<file path="src/rtl/ysyx_22041412_mdu_pkg.sv">
// Shared types and constants for the M-extension sequencing controller.
// The YSYX_22041412_SEXT32 macro sign-extends bits [31:0] of a signal to a given width.
package ysyx_22041412_mdu_pkg;

    typedef enum logic [2:0] {
        StIdle,
        StMulWait,
        StDivWait,
        StDone,
        StDrain
    } mdu_state_e;

    localparam logic [2:0] Func3Mul    = 3'd0;
    localparam logic [2:0] Func3Mulh   = 3'd1;
    localparam logic [2:0] Func3Mulhsu = 3'd2;
    localparam logic [2:0] Func3Mulhu  = 3'd3;
    localparam logic [2:0] Func3Div    = 3'd4;
    localparam logic [2:0] Func3Divu   = 3'd5;
    localparam logic [2:0] Func3Rem    = 3'd6;
    localparam logic [2:0] Func3Remu   = 3'd7;

endpackage

`ifndef YSYX_22041412_SEXT32
`define YSYX_22041412_SEXT32(xlen, v) {{((xlen) - 32){v[31]}}, v[31:0]}
`endif

</file>
<file path="src/rtl/ysyx_22041412_mdu_watchdog.sv">
// Unit-hang watchdog: counts busy cycles since the last clear and raises a sticky error
// when the count reaches TIMEOUT.
module ysyx_22041412_mdu_watchdog #(
    parameter int unsigned TIMEOUT = 64
) (
    input  logic clk,
    input  logic rst,
    input  logic clear,
    input  logic busy,
    output logic expired,
    output logic err
);

    localparam int unsigned CW = $clog2(TIMEOUT + 1);
    localparam logic [CW-1:0] Last = CW'(TIMEOUT - 1);

    logic [CW-1:0] count_q;
    logic          err_q;

    // Expiry fires in the TIMEOUT-th busy cycle; err is visible in that same cycle.
    assign expired = busy && (count_q == Last);
    assign err     = err_q | expired;

    always_ff @(posedge clk or posedge rst) begin
        if (rst) begin
            count_q <= '0;
            err_q   <= 1'b0;
        end else begin
            if (clear) begin
                count_q <= '0;
            end else if (busy && !expired) begin
                count_q <= count_q + 1'b1;
            end
            if (expired) begin
                err_q <= 1'b1;
            end
        end
    end

endmodule

</file>
<file path="src/rtl/ysyx_22041412_mdu_ctrl.sv">
// Sequencer between EX and the multi-cycle multiplier/divider. Optional one-entry result
// cache is enabled by defining YSYX_22041412_MDU_CACHE_EN.
module ysyx_22041412_mdu_ctrl
    import ysyx_22041412_mdu_pkg::*;
#(
    parameter int unsigned XLEN    = 64,
    parameter int unsigned TIMEOUT = 64
) (
    input  logic            clk,
    input  logic            rst,
    input  logic            req_valid,
    input  logic [2:0]      req_func3,
    input  logic            req_w,
    input  logic [XLEN-1:0] req_a,
    input  logic [XLEN-1:0] req_b,
    input  logic            flush,
    output logic            stall,
    output logic            res_valid,
    output logic [XLEN-1:0] res_data,
    output logic            mul_start,
    output logic            div_start,
    output logic [XLEN-1:0] unit_a,
    output logic [XLEN-1:0] unit_b,
    output logic [2:0]      unit_func3,
    output logic            unit_w,
    input  logic            mul_done,
    input  logic [XLEN-1:0] mul_result,
    input  logic            div_done,
    input  logic [XLEN-1:0] div_result,
    output logic            err
);

    mdu_state_e      state_q, state_d;
    logic            first_q;
    logic [XLEN-1:0] res_q, res_d;

    logic            accept;
    logic            b_zero;
    logic [XLEN-1:0] dz_result;
    logic            sel_done;
    logic [XLEN-1:0] sel_raw, sel_result;
    logic            cache_hit;
    logic [XLEN-1:0] cache_result;
    logic            wd_clear, wd_busy, wd_expired;

    assign accept = (state_q == StIdle) && req_valid && !flush;
    assign b_zero = req_w ? (req_b[31:0] == 32'd0) : (req_b == '0);

    // REM/REMU (func3[1]=1) return the dividend; DIV/DIVU return all ones.
    always_comb begin
        dz_result = '1;
        if (req_func3[1]) begin
            dz_result = req_w ? `YSYX_22041412_SEXT32(XLEN, req_a) : req_a;
        end
    end

    assign sel_done   = unit_func3[2] ? div_done : mul_done;
    assign sel_raw    = unit_func3[2] ? div_result : mul_result;
    assign sel_result = unit_w ? `YSYX_22041412_SEXT32(XLEN, sel_raw) : sel_raw;

    assign wd_clear = (state_q == StIdle) || (state_q == StDone);
    assign wd_busy  = (state_q == StMulWait) || (state_q == StDivWait) || (state_q == StDrain);

    ysyx_22041412_mdu_watchdog #(
        .TIMEOUT(TIMEOUT)
    ) u_watchdog (
        .clk    (clk),
        .rst    (rst),
        .clear  (wd_clear),
        .busy   (wd_busy),
        .expired(wd_expired),
        .err    (err)
    );

`ifdef YSYX_22041412_MDU_CACHE_EN
    logic            cache_valid_q;
    logic [2:0]      cache_func3_q;
    logic            cache_w_q;
    logic [XLEN-1:0] cache_a_q, cache_b_q, cache_res_q;
    logic            fill_q, fill_d;

    assign cache_hit = cache_valid_q && (cache_func3_q == req_func3) && (cache_w_q == req_w)
                       && (cache_a_q == req_a) && (cache_b_q == req_b);
    assign cache_result = cache_res_q;

    // Only real results are cached: timeouts and cache hits themselves do not refill.
    always_comb begin
        fill_d = 1'b0;
        if (state_d == StDone) begin
            fill_d = (state_q == StIdle) ? !cache_hit : sel_done;
        end
    end

    always_ff @(posedge clk or posedge rst) begin
        if (rst) begin
            cache_valid_q <= 1'b0;
            cache_func3_q <= '0;
            cache_w_q     <= 1'b0;
            cache_a_q     <= '0;
            cache_b_q     <= '0;
            cache_res_q   <= '0;
            fill_q        <= 1'b0;
        end else begin
            fill_q <= fill_d;
            if ((state_q == StDone) && fill_q && !flush) begin
                cache_valid_q <= 1'b1;
                cache_func3_q <= unit_func3;
                cache_w_q     <= unit_w;
                cache_a_q     <= unit_a;
                cache_b_q     <= unit_b;
                cache_res_q   <= res_q;
            end
        end
    end
`else
    assign cache_hit    = 1'b0;
    assign cache_result = '0;
`endif

    always_comb begin
        state_d = state_q;
        case (state_q)
            StIdle: begin
                if (accept) begin
                    if (cache_hit) begin
                        state_d = StDone;
                    end else if (!req_func3[2]) begin
                        state_d = StMulWait;
                    end else if (b_zero) begin
                        state_d = StDone;
                    end else begin
                        state_d = StDivWait;
                    end
                end
            end
            StMulWait, StDivWait: begin
                if (sel_done || wd_expired) begin
                    state_d = flush ? StIdle : StDone;
                end else if (flush) begin
                    state_d = StDrain;
                end
            end
            StDone:  state_d = StIdle;
            StDrain: begin
                if (sel_done || wd_expired) begin
                    state_d = StIdle;
                end
            end
            default: state_d = StIdle;
        endcase
    end

    always_comb begin
        stall     = 1'b0;
        mul_start = 1'b0;
        div_start = 1'b0;
        res_valid = 1'b0;
        case (state_q)
            StIdle:    stall = accept;
            StMulWait: begin
                stall     = 1'b1;
                mul_start = first_q;
            end
            StDivWait: begin
                stall     = 1'b1;
                div_start = first_q;
            end
            StDone:    res_valid = !flush;
            StDrain:   stall = req_valid;
            default:   ;
        endcase
    end

    // res_data only changes on entry to DONE so it holds otherwise.
    always_comb begin
        res_d = res_q;
        if (state_d == StDone) begin
            if (state_q == StIdle) begin
                res_d = cache_hit ? cache_result : dz_result;
            end else begin
                res_d = sel_done ? sel_result : '0;
            end
        end
    end

    assign res_data = res_q;

    always_ff @(posedge clk or posedge rst) begin
        if (rst) begin
            state_q    <= StIdle;
            first_q    <= 1'b0;
            res_q      <= '0;
            unit_a     <= '0;
            unit_b     <= '0;
            unit_func3 <= '0;
            unit_w     <= 1'b0;
        end else begin
            state_q <= state_d;
            first_q <= (state_d != state_q);
            res_q   <= res_d;
            if (accept) begin
                unit_a     <= req_a;
                unit_b     <= req_b;
                unit_func3 <= req_func3;
                unit_w     <= req_w;
            end
        end
    end

endmodule

</file>
<file path="config.mk">
export PLATFORM = sky130hd
export DESIGN_NAME = ysyx_22041412_mdu_ctrl
export DESIGN_NICKNAME = d
export VERILOG_FILES = /design/src/rtl/ysyx_22041412_mdu_pkg.sv /design/src/rtl/ysyx_22041412_mdu_watchdog.sv /design/src/rtl/ysyx_22041412_mdu_ctrl.sv
export SDC_FILE = /design/constraint.sdc
export NUM_CORES = 1
export LEC_CHECK = 0
export CORE_UTILIZATION = 25
export DETAILED_ROUTE_END_ITERATION = 8
export GPL_ROUTABILITY_DRIVEN = 0
export PLACE_DENSITY = 0.54
export RECOVER_POWER = 25
export SLEW_MARGIN = 40
export SYNTH_ARGS = -nofsm -noshare
export SYNTH_HDL_FRONTEND = slang
export SYNTH_HIERARCHICAL = 1
export SYNTH_SLANG_ARGS = --single-unit
</file>
<file path="constraint.sdc">
create_clock -name clk -period 9.2 [get_ports clk]
set_input_delay 1.38 -clock clk [delete_from_list [all_inputs] [get_ports clk]]
set_output_delay 1.38 -clock clk [all_outputs]
set_load 0.01 [all_outputs]
</file>
# After elaboration in Yosys (flattened, before gate mapping)

Index checks and enable logic that the tools add are counted.

Register bits: 208
Output and inout bits: 201
Logic and storage cells: 55

Add/subtract/negate cells: 1
Equality and inequality tests: 7
Multiplexer cells: 22
Bitwise gates (word level): 1
Reduce and logical (&&, ||, !) cells: 15

Operators by type and width:

| cell                  | count |
|---|---|
| $mux W64              | 6 |
| $logic_not A64 Y1     | 1 |
| $logic_not A32 Y1     | 1 |
| $mux W7               | 2 |
| $mux W3               | 4 |
| $eq A3 B2 Y1 const B  | 3 |
| $pmux W3 S3           | 1 |
| $add A7 B1 Y7 const B | 1 |
| $eq A7 B6 Y1 const B  | 1 |
| $mux W1               | 6 |
| $logic_and A1 B1 Y1   | 4 |
| $logic_or A1 B1 Y1    | 4 |
| $mux W2               | 2 |
| $eq A3 B1 Y1 const B  | 1 |
| $eq A3 B3 Y1 const B  | 1 |
| $logic_not A3 Y1      | 1 |
| $ne A3 B3 Y1          | 1 |
| $pmux W1 S3           | 1 |
| $logic_not A1 Y1      | 2 |
| $reduce_bool A2 Y1    | 1 |
| $reduce_or A2 Y1      | 1 |
| $or A1 B1 Y1          | 1 |

# Depth between registers and ports, before layout

Depth after elaboration: 8
Gate-level depth with buffers: 11

# By module

Netlist, hierarchy kept.

Modules (own cells, without submodules):

| module                     | instances | cells each | area each (µm²) | seq. area each (µm²) |
|---|---|---|---|---|
| ysyx_22041412_mdu_ctrl     | 1         | 748        | 9447.8          | 5004.8 |
| ysyx_22041412_mdu_watchdog | 1         | 49         | 496.7           | 200.2 |

# Least setup slack after synthesis

Ideal clock, no wire load.

Path type: input to output
From: input flush
To: output res_valid
Arrival: 1.741 ns
Required time: 7.820 ns
Slack: 6.079 ns
Stages on the path: 2
Buffers on the path: 0
Cell sequence: nor2_2 -> and3_1

Word-level cells in the longest chain between the ends: 2

RTL lines:

| item             | line                          | text |
|---|---|---|
| from (decl)      | ysyx_22041412_mdu_ctrl.sv:16  | `input logic flush,` |
| $logic_not A1 Y1 | ysyx_22041412_mdu_ctrl.sv:168 | `StDone: res_valid = !flush;` |
| $mux W1          | ysyx_22041412_mdu_ctrl.sv:158 | `case (state_q)` |
| to (decl)        | ysyx_22041412_mdu_ctrl.sv:18  | `output logic res_valid,` |

Every way passes these cells.

# Final worst setup path

From: input flush
To: register unit_b[39]

Word-level cells in the longest chain between the ends: 2

RTL lines:

| item                 | line                          | text |
|---|---|---|
| $logic_not A1 Y1     | ysyx_22041412_mdu_ctrl.sv:46  | `assign accept = (state_q == StIdle) && req_valid && !flush;` |
| $logic_and A1 B1 Y1  | ysyx_22041412_mdu_ctrl.sv:46  |  |
| to (signal assigned) | ysyx_22041412_mdu_ctrl.sv:203 | `unit_b <= req_b;` |
| to (decl)            | ysyx_22041412_mdu_ctrl.sv:23  | `output logic [XLEN-1:0] unit_b,` |

Every way passes these cells.
A chain may end at the register's enable or synchronous reset.

==> qor.txt <==
status - finished with violations
violated checks - max-capacitance violations, max-slew violations
Top delay family on crit path - buffers and inverters
Total Power - 5.15 mW
final core occ - 41.0%
Initial Util - 25.6%
area of the multi-input gates - 4390 µm²
Routed wire per std cell - 20.9 µm
top_reg_cell synth - dfrtp_1
Synth area leaders - dfrtp_1 52%, mux2_2 17%, mux2_1 5.3%
vias in the first global route - 8935
leakage - 6.33 nW
max cap viols - 1
total track usage - 18.0%
CP Capture Type - flip-flop
DRT Wirelength - 37.1 mm
share of the synthesized area in the top cell type - 52.3%
Power Density - 323 nW/µm²
drt pass-1 iters - 4
HPWL after DPL - 26.8 mm
CTS Buf Count - 27
clk_skew - 0.00802 ns
CTS Sinks - 208
first-pass GRT wire length - 56.1 mm
Buf/Inv on CP - 4
Worst-Skew Late Latency - 0.54 ns
sequential-to-total area share from yosys stat - 52.3%
post-synthesis cell area - 9940 µm²
asr flop ratio synth - 100%
Arrival @ worst endpoint - 6.78 ns
Slew Viols, Final - 71
fin crit share - 69.2%
critical path class - in -> reg
number of synthesized flops with an enable pin - 0
syn avg cell area - 12.5 µm²
via-per-instance ratio - 4.64
Hold Buf Count CTS - 0
FILL cells - 3801
Via Count - 8262
Synth area leader - dfrtp_1
largest net degree at the start of global routing - 128
Post-Layout Inst Area - 16000 µm²
crit path max fanout - 70
Gate Count Post-Synth - 797
crit-path max cell delay - 3.00 ns
antenna viol nets, final - 0
register area - 5210 µm²
DRC viols - 0
Nets - 1507
FF+latch count, synth - 208
Startpoint Class - input port
synthesized net count - 1064
Rows - 72
placed standard-cell area - 15100 µm²
Cell Chain, Critical Path - dlygate4sd3_1 > nor2_1 > nand3_4 > clkbuf_1 > buf_4 > buf_12 > mux2_2
post_cts resized - 0
H-tree depth - 1
clock buffer depth - 3
Final Hold Fails - 0
postcts setup bufs - 0
CTS tree - done
Period minus WS final - 6.36 ns
Fmax - 157 MHz
Max-slew headroom - -185%
initial antenna violation count - 1
Placeable Area - 38900 µm²
area delta synth->final - 60.4%
Die H - 201 µm
Slew @ Worst Pin - 4.28 ns
worst path required time - 9.61 ns
worst-path cell with the longest stage delay - clkbuf_1
worst hold path class - reg -> reg
die area - 40600 µm²
Netlist cell types - 52
RSZ-0062 raised after global routing - false
Syn. warnings - 6
DR iter-0 viols - 231
Worst-path clk slew - 0.05 ns
total negative slack - 0 ns
DIE WIDTH - 201 µm
IO Count - 467
CTS root buffer - clkbuf_16
port bufs - 466
endpoints failing setup - 0
global route overflow - 0
share of post-route cells with drive strength above 1 - 16.9%
maximum resistive drop on vdd - 0.000179 V
==> Yosys cell counts, types with 2 or more instances <==
library cell	n
a211oi_1	34
a21o_1	2
a21oi_1	34
a31oi_1	3
a31oi_4	2
a41oi_1	2
and3_1	3
buf_1	7
buf_2	17
buf_4	2
buf_6	7
clkbuf_1	31
dfrtp_1	208
inv_1	6
mux2_1	47
mux2_2	147
mux2i_1	33
nand2_1	10
nand2b_1	4
nand3_1	3
nand4_1	5
nor2_1	6
nor2b_1	65
nor3b_1	3
nor4_1	16
o211ai_1	2
o21ai_0	8
o22ai_1	65
or2_1	2
==> cell usage in the layout (no fill, tap or decap), types with 8 or more instances in the layout <==
cell type	netlist	final
mux2_1	47	47
a211oi_1	34	33
nor4_1	16	16
dfrtp_1	208	206
a21oi_1	34	34
clkbuf_16	0	27
clkbuf_8	0	9
nor2b_1	65	65
mux2_2	147	147
clkbuf_1	31	8
o21ai_0	8	8
nand2_1	10	10
o22ai_1	65	65
clkdlybuf4s50_1	0	459
mux2i_1	33	33
==> layer usage <==
layer	global-route usage, %	vias up	part of all wire, %
met3	5.77	52	7.7
met1	21.5	4054	41
li1	-	3842	-
met5	0	-	0
met4	5.14	0	2.6
met2	30.8	314	49
==> path summary, 6_finish.rpt <==
kind                                                    from                                 to  slack [ns]  depth (start not counted)
worst max-delay path                                   flush             unit_b[39]$_DFFE_PP0N_        2.84                          7
worst min-delay path            u_watchdog/err_q$_DFFE_PP0P_       u_watchdog/err_q$_DFFE_PP0P_        0.47                          1
worst max register to register          state_q[2]$_DFF_PP0_             unit_b[39]$_DFFE_PP0N_        3.71                          6
worst min register to register  u_watchdog/err_q$_DFFE_PP0P_       u_watchdog/err_q$_DFFE_PP0P_        0.47                          1
max in group asynchronous                                rst             unit_b[35]$_DFFE_PP0N_        6.44                          3
min in group asynchronous                                rst  u_watchdog/count_q[3]$_DFFE_PP0P_        1.41                          2
==> per-stage QoR <==
stage / setup WS, ns / instances / hold slack [ns]
after detailed placement: 4.91 / 1729 / 0.447
after floorplan: 2.37 / 797 / 0.425
after global placement: 4.73 / 1728 / 0.440
final: 2.84 / 1779 / 0.465
after CTS: 4.91 / 1778 / 0.466
after global routing: 2.43 / 1779 / 0.486
==> flip-flops by register name, summed over array words and instances, names as in the netlist <==
| name | count |
|---|---|
| unit_w | 1 |
| u_watchdog/count_q | 7 |
| state_q | 3 |
| u_watchdog/err_q | 1 |
| unit_b | 64 |
| res_data | 64 |
| unit_func3 | 3 |
| unit_a | 64 |
| first_q | 1 |
==> power by group <==
part	switching (mW)	total (mW)	internal, mW
Clock	0.410	1.05	0.638
Sequential	0.267	1.64	1.37
Combinational	1.08	2.46	1.38
Total	1.76	5.15	3.39
==> kinds of logic (layout without fill, tap and decap cells) <==
family	count (synthesis)	count (layout)	share of synthesized area [%]
buffers and inverters	71	534	3.50
flip-flops	208	208	52.3
adder cells (fa/ha/maj)	1	1	0.126
XOR/XNOR	1	1	0.0881
AND/OR/NAND/NOR	132	132	8.38
other	0	1	0
AO/OA/AOI/OAI	157	157	10.3
multiplexers	227	227	25.3
==> final cells by class <==
class | count | share of cell area, %
clock inverter | 7 | 0.416
antenna | 1 | 0.0157
inverter | 7 | 0.243
sequential | 208 | 32.7
tap | 518 | 4.06
clock buffer | 42 | 5.15
timing repair buffer | 478 | 29.9
multi-input combinational | 518 | 27.5
Power figures use the tool's default switching activity.
